`config.mk`:
```
export PLATFORM = sky130hd
export DESIGN_NAME = uart_rx_fifo
export DESIGN_NICKNAME = d
export VERILOG_FILES = /design/src/rtl/uart_pkg.sv /design/src/rtl/uart_rx_fifo_mem.sv /design/src/rtl/uart_rx_fifo.sv
export SDC_FILE = /design/constraint.sdc
export NUM_CORES = 1
export LEC_CHECK = 0
export BUFFER_PORTS_ARGS = -buffer_cell sky130_fd_sc_hd__buf_2
export CAP_MARGIN = 20
export CORE_ASPECT_RATIO = 0.9
export CORE_MARGIN = 2
export CORE_UTILIZATION = 46
export CTS_BUF_LIST = sky130_fd_sc_hd__clkbuf_4
export DETAILED_ROUTE_END_ITERATION = 16
export SLEW_MARGIN = 0
export SYNTH_ARGS = -nofsm -noshare
export SYNTH_HDL_FRONTEND = slang
export SYNTH_SLANG_ARGS = --single-unit
```
`constraint.sdc`:
```
create_clock -name clk -period 5.6 [get_ports clk]
set_clock_uncertainty 0.05 [all_clocks]
set_input_delay 0.28 -clock clk [delete_from_list [all_inputs] [get_ports clk]]
set_output_delay 0.28 -clock clk [all_outputs]
set_load 0.01 [all_outputs]
```
`src/rtl/uart_pkg.sv`:
```
// Shared UART definitions: receive FIFO sizing, pointer/count width helpers,
// and the memory-map addresses used by the CPU's UART decode.
package uart_pkg;

  localparam int UART_RX_FIFO_DEPTH = 8;
  localparam int UART_DATA_W        = 8;

  // UART region, decoded by the CPU in stage 2
  localparam logic [31:0] UART_RX_STATUS_ADDR = 32'h8000_0000;
  localparam logic [31:0] UART_RX_DATA_ADDR   = 32'h8000_0004;

  // Pointer width: wraps naturally modulo a power-of-two depth
  function automatic int ptr_w(input int depth);
    return $clog2(depth);
  endfunction

  // Count width: must hold 0..depth inclusive
  function automatic int cnt_w(input int depth);
    return $clog2(depth) + 1;
  endfunction

endpackage

```
`src/rtl/uart_rx_fifo_mem.sv`:
```
// Register-array storage for the UART receive FIFO: one synchronous write
// port, one combinational read port. Contents are never reset.
module uart_rx_fifo_mem
  import uart_pkg::*;
#(
  parameter int DEPTH = UART_RX_FIFO_DEPTH,
  parameter int WIDTH = UART_DATA_W
) (
  input  logic                      clk,
  input  logic                      we_i,
  input  logic [ptr_w(DEPTH)-1:0]   waddr_i,
  input  logic [WIDTH-1:0]          wdata_i,
  input  logic [ptr_w(DEPTH)-1:0]   raddr_i,
  output logic [WIDTH-1:0]          rdata_o
);

  logic [WIDTH-1:0] mem_q [DEPTH];

  // Write the incoming byte into the addressed slot
  always_ff @(posedge clk) begin
    if (we_i) begin
      mem_q[waddr_i] <= wdata_i;
    end
  end

  // Head read is combinational so data falls through to the CPU
  assign rdata_o = mem_q[raddr_i];

endmodule

```
`src/rtl/uart_rx_fifo.sv`:
```
// UART receive FIFO: buffers bytes from the UART receiver until the CPU's
// stage-2 load of the receive-data address commits (pop held off by stall).
// First-word-fall-through head; full/empty are decided by count alone.
// Optional sticky overflow flag (ovf/ovf_clr) when UART_RX_FIFO_OVF_EN is defined.
//
// Handshake: a transfer happens on a posedge where valid and ready are both
// high; valid may not depend on ready, and in_ready/out_valid depend only on
// registered count (plus rst for in_ready).
module uart_rx_fifo
  import uart_pkg::*;
#(
  parameter int DEPTH = UART_RX_FIFO_DEPTH,
  parameter int WIDTH = UART_DATA_W
) (
  input  logic                     clk,
  input  logic                     rst,
  input  logic [WIDTH-1:0]         in_data,
  input  logic                     in_valid,
  output logic                     in_ready,
  output logic [WIDTH-1:0]         out_data,
  output logic                     out_valid,
  input  logic                     out_ready,
  input  logic                     stall,
`ifdef UART_RX_FIFO_OVF_EN
  output logic                     ovf,
  input  logic                     ovf_clr,
`endif
  output logic [cnt_w(DEPTH)-1:0]  count
);

  localparam int PW = ptr_w(DEPTH);
  localparam int CW = cnt_w(DEPTH);
  localparam logic [CW-1:0] FULL_CNT = CW'(DEPTH);

  logic [PW-1:0] wptr_q, wptr_d;
  logic [PW-1:0] rptr_q, rptr_d;
  logic [CW-1:0] count_q, count_d;
  logic          push, pop;

  // Flags come from registered count; in_ready is forced low during reset
  assign in_ready  = (count_q != FULL_CNT) & ~rst;
  assign out_valid = (count_q != '0);
  assign count     = count_q;

  assign push = in_valid & in_ready;
  assign pop  = out_valid & out_ready & ~stall;

  // Next-state for pointers and occupancy
  always_comb begin
    wptr_d  = wptr_q;
    rptr_d  = rptr_q;
    count_d = count_q;
    if (push) wptr_d = wptr_q + 1'b1;
    if (pop)  rptr_d = rptr_q + 1'b1;
    case ({push, pop})
      2'b10:   count_d = count_q + 1'b1;
      2'b01:   count_d = count_q - 1'b1;
      default: count_d = count_q;
    endcase
  end

  // Pointer and occupancy registers; storage itself is left untouched by reset
  always_ff @(posedge clk) begin
    if (rst) begin
      wptr_q  <= '0;
      rptr_q  <= '0;
      count_q <= '0;
    end else begin
      wptr_q  <= wptr_d;
      rptr_q  <= rptr_d;
      count_q <= count_d;
    end
  end

`ifdef UART_RX_FIFO_OVF_EN
  logic ovf_q, ovf_d;

  // Sticky overflow: a byte offered while full sets it; set beats clear
  always_comb begin
    ovf_d = ovf_q;
    if (in_valid && (count_q == FULL_CNT)) ovf_d = 1'b1;
    else if (ovf_clr)                       ovf_d = 1'b0;
  end

  // Overflow flag register
  always_ff @(posedge clk) begin
    if (rst) ovf_q <= 1'b0;
    else     ovf_q <= ovf_d;
  end

  assign ovf = ovf_q;
`endif

  uart_rx_fifo_mem #(
    .DEPTH (DEPTH),
    .WIDTH (WIDTH)
  ) u_mem (
    .clk     (clk),
    .we_i    (push),
    .waddr_i (wptr_q),
    .wdata_i (in_data),
    .raddr_i (rptr_q),
    .rdata_o (out_data)
  );

endmodule

```
; After elaboration in Yosys (flattened, before gate mapping)
; Memories as Yosys holds them, arrays and structs flattened. A register that Yosys moved wholly into a read port is not among the register bits.
; Index checks and enable logic that the tools add are counted.
; Widths: inputs -> output; s select.
[totals]
register_bits = 10
ramBits = 64
inputBits = 13
out_inout_bits = 14
elab_cells = 24
mem_count = 1
[mem_list]
columns = memory, words, word_bits, rd, rd_ports_with_merged_regs, wr, line
row1 = u_mem.mem_q, 8, 8, 1, 1, 1, uart_rx_fifo_mem.sv:17  ; logic [WIDTH-1:0] mem_q [DEPTH];
[classes]
n_addsub = 4
n_eq_ne = 3
muxes = 5
n_bitwise = 6
n_reduce_logical = 2
[op_table]
columns = operator, count
row1 = $pmux 4 s2, 1
row2 = $add 3x1->3 const B, 2
row3 = $mux 3, 2
row4 = $add 4x1->4 const B, 1
row5 = $and 1x1->1, 4
row6 = $ne 4x4->1 const B, 1
row7 = $reduce_bool 4->1, 1
row8 = $sub 4x1->4 const B, 1
row9 = $eq 2x1->1 const B, 1
row10 = $eq 2x2->1 const B, 1
row11 = $mux 1, 2
row12 = $not 1->1, 2
row13 = $reduce_bool 2->1, 1

; Longest topological paths before layout
[logic_depth]
ltp_word = 5
ltp_mapped = 10
mapped_depth_nobuf = 9

; By module
; A second synthesis with hierarchy kept.
[unflattened]
hier_cells = 164
area_unflattened_um2 = 3066.7
[by_module_without_submodules]
columns = mod, instances, cells_per_inst, area_each_um2, seq_area_each_um2
row1 = uart_rx_fifo_mem, 1, 106, 2531.2, 1921.8
row2 = uart_rx_fifo, 1, 58, 535.5, 200.2

; Worst setup path before layout
; No wires, ideal clock.
[synth_timing]
kind = register to register
start = reg count_q[1], in the netlist count[1]
end = reg count_q[2], in the netlist count[2]
setup_ps = 71
t_arrival_ps = 2459
required_time_ps = 5479
slack_ps = 3020
path_stages_with_launch = 11
path_buffers = 1
synth_period_minus_slack_ps = 2580
path_cell_list = dfxtp_1 > or4_4 > and3b_1 > buf_6 > ha_1 > xor2_1 > ha_1 > a21oi_1 > xor2_1 > or3_1 > a21oi_1
[synth_between]
elab_chain_cells = 5
elab_cells_between_ends = 12
classes_between = add/sub (2) / eq/ne (3) / mux (1) / bitwise (4) / reduce/logical (2)
[synth_rtl]
columns = element, line
row1 = start: declaration, uart_rx_fifo.sv:37  ; logic [CW-1:0] count_q, count_d;
row2 = start signal: assignment, uart_rx_fifo.sv:71  ; count_q <= count_d;
row3 = $reduce_bool 4->1 *, uart_rx_fifo.sv:42  ; assign out_valid = (count_q != '0);
row4 = named net out_valid, uart_rx_fifo.sv:21  ; output logic out_valid,
row5 = $and 1x1->1 * (2 in series), uart_rx_fifo.sv:46  ; assign pop = out_valid & out_ready & ~stall;
row6 = named net pop, uart_rx_fifo.sv:38  ; logic push, pop;
row7 = $eq 2x1->1 or $eq 2x2->1 (tied branches), uart_rx_fifo.sv:55  ; case ({push, pop})
row8 = $pmux 4 s2 or $reduce_bool 2->1 (tied branches), -
; Mark *: on every way through the listed nets, which the timed path passes. The rest lies on a longest branch.
; A chain may end at the register's enable or synchronous reset.

; Final worst setup path
[layout_timing]
start = reg count_q[1], in the netlist count[1]
end = reg count_q[2], in the netlist count[2]
[layout_between]
elab_chain_cells = 5
elab_cells_between_ends = 12
classes_between = add/sub (2) / eq/ne (3) / mux (1) / bitwise (4) / reduce/logical (2)
[layout_rtl]
columns = element, line
row1 = $ne 4x4->1 or $reduce_bool 4->1 (tied branches), "uart_rx_fifo.sv:41, uart_rx_fifo.sv:42"
row2 = $and 1x1->1 (on tied branches), "uart_rx_fifo.sv:41, uart_rx_fifo.sv:46"
row3 = $and 1x1->1 (on tied branches), "uart_rx_fifo.sv:45, uart_rx_fifo.sv:46"
row4 = $eq 2x1->1 or $eq 2x2->1 (tied branches), uart_rx_fifo.sv:55
row5 = $pmux 4 s2 or $reduce_bool 2->1 (tied branches), -
; Parallel ways exist; a longest one is shown, timed or not.

==> impl_results.md <==
* Req. time, crit path at 5.89 ns
* Cells along the critical path: or4_4, and3b_1, ha_1, xor2_1, ha_1, a21oi_1, xor2_1, or3_1, a21oi_1
* Slowest cell on crit path: or4_4
* Setup violators final at 0
* Top cell type's share of synthesized area at slightly above 60%
* Syn_nets at 185
* Final ANT Viol Nets at 0
* Clk root buf: clkbuf_4
* Clock share of power at 32.1%
* CTS tree: yes
* Setup Buffers After CTS at 0
* Worst Tran Pin Value at 0.892 ns
* Row count at 28
* Static leakage at about 1.2 nW
* Seq/Total Area, Yosys at 70.6%
* Max FO, Critical Path at 8
* Critical Path Max Stage Delay at 0.57 ns
* GPL Wtd Cong at just over 0.8
* Switching Power at 0.253 mW
* N_diodes at 0
* Comb power frac at 10.4%
* Drt first pass iters at 4
* Sink Count at 77
* DR WL/cell at 18.7 um
* Commonest non-fill, non-tap cells in the layout: edfxtp_1 (64), buf_2 (26), mux4_2 (16), dfxtp_1 (13), nor2_1 (12)
* Final period util at 49.2%
* Maximum vdd drop at between 0.15 and 0.2 mV
* Pint at 0.878 mW
* Largest net degree at the start of global routing at 17
* Vias in the first global route at 1,623
* Synth area leaders: edfxtp_1 (62%), mux4_2 (12%), dfxtp_1 (8.4%)
* Final net count at 218
* CP bufs+invs at 0
* Status: completed
* Critical setup path kind: register to register
* Max-Cap Viols at 0
* Post-synth top area cell: edfxtp_1
* Commonest non-fill, non-tap cell in the layout: edfxtp_1
* Worst path arrival time at roughly 3.0 ns
* Overflow after GRT at 0
* First-pass GRT wire length at about 8600 um
* FMAX at 363 MHz
* Via-to-Cell Ratio at 5.40
* Seq pwr share at a little under three fifths
* Clock Latency Late Sink at 0.40 ns
* Initial DRC Count at 81
* Avg Cell Area, Syn at 18.5 um^2
* CP startpoint kind: register
* Htree depth at 3
* Setup TNS at 0 ns
* CTS clk-pin slew, worst paths at 0.12 ns
* Synth warnings at 0
* Starting Density at 47.2%
* TritonCTS Buffers at 9
* Pins over their slew limit at 0
* CP top delay family: simple AND/OR/NAND/NOR gates
* Vias at 1,594
* Synth Register Bits at 77
* Net Sw Frac at 22.3%
* RSZ-0062 raised after global routing: no
* Max Root-Sink Buffers at 2
* CORE AREA at between 6000 and 7000 um^2
* Input/output buffers at 26
* DP Wirelength at 3600 um
* Post-cts resize count at 0
* Syn Inst Count at 167
* Pre-CTS setup slack at ~2.8 ns
* GRT Overall Usage at 16.3%
* DIE HEIGHT at about 80 um
* Share of post-route cells with drive strength above 1 at a little over a third
* IO Pins at 27
* Final Non-Filler Cells at 295
* Final Critical Period at 2.76 ns
* Initial antenna violation count at 0
* Worst hold path class: input port to register
* Placed insts at around 280
* DRT Wirelength at 5520 um
* Pwr Density at around 320 nW/um^2
* Hold-fix buffers at CTS at 0
* Final setup margin at 2.84 ns
* Critical path endpoint category: register
* Die area at 7390 um^2
* Final hold violations at 0
* Yosys cell types at 37
* Die X at 90.4 um
* DRC Markers at 0
* Cell Area, Synth at 3090 um^2
* Syn-to-layout area delta at 13.2%
* Slew HR at 40.2%
## power by group through the flow
| stage | sequential, mW | clock (mW) | combinational [mW] |
|---|---|---|---|
| after global placement | 0.666 | 0 | 0.103 |
| final | 0.649 | 0.363 | 0.118 |
| after global routing | 0.652 | 0.392 | 0.129 |
| after detailed placement | 0.663 | 0 | 0.119 |
| after CTS | 0.650 | 0.371 | 0.120 |
| after floorplan | 0.658 | 0 | 0.0808 |
## routing by layer
layer  GRT usage (%)  routed length [um]  up-vias
li1                -                   -      733
met1            20.5                2460      813
met2            28.0                2790       38
met3            3.12                 180       10
met4            8.00                  89        0
met5               0                   0        -
## logic make-up (layout without fill, tap and decap cells)
family | count (synthesis) | in the layout | share of synthesized area [%]
DFF | 77 | 77 | 70.6
and+or+nand+nor | 37 | 37 | 6.96
muxes | 27 | 27 | 15.6
buffers and inverters | 8 | 46 | 1.54
xor gates and xnor gates | 7 | 7 | 2.23
AOI/OAI and AO/OA | 6 | 6 | 1.09
adders and majority gates | 5 | 5 | 2.02
## per-stage QoR
step / area, um^2 / total power [mW] / util (%) / hold WS [ns]
finish: 3500 / 1.13 / 53.4 / 0.0896
global route: 3500 / 1.17 / 53.4 / 0.0827
CTS: 3500 / 1.14 / 53.4 / 0.0753
detailed placement: 3350 / 0.782 / 51.1 / 0.470
global placement: 3320 / 0.769 / 50.7 / 0.468
floorplan: 3090 / 0.738 / - / 0.329
## flip-flops by register name, summed over array words and instances, names as in the netlist, named ones only
name	count
u_mem.mem_q	64
count	4
rptr_q	3
wptr_q	3
## final timing paths
path                  endpoint  cells after the start  startpoint  slack, ns
min          u_mem.mem_q[2][6]                      1  in_data[6]       0.09
min reg2reg          rptr_q[2]                      2   rptr_q[2]       0.50
max                   count[2]                      9    count[1]       2.84
max reg2reg           count[2]                      9    count[1]       2.84
## synth_stat cells, drive strengths merged
library cell and n:
nand2 2, buf 5, inv 1, dfxtp 13
clkbuf 2, mux2 9, a211o 1, mux2i 2
or4b 1, nor4bb 1, xor2 4, edfxtp 64
nand3b 1, ha 5, and4 1, mux4 16
nor4 1, or3 1, nand3 4, or4 1
nor2 12, nor2b 1, a21oi 4, and2 1
and4b 1, nand2b 3, and3b 1, xnor2 3
o21ai 1, nor3b 1, nor3 4
## final cells by class
| type | instances | area (um^2) |
|---|---|---|
| Clock buffer | 10 | 75.1 |
| Clock inverter | 6 | 77.6 |
| Fill cell | 537 | 3050 |
| Inverter | 1 | 3.75 |
| Multi-Input combinational cell | 82 | 877 |
| Sequential cell | 77 | 2180 |
| Tap cell | 90 | 113 |
| Timing Repair Buffer | 29 | 173 |
No activity file was read; power rests on OpenSTA's default activity.
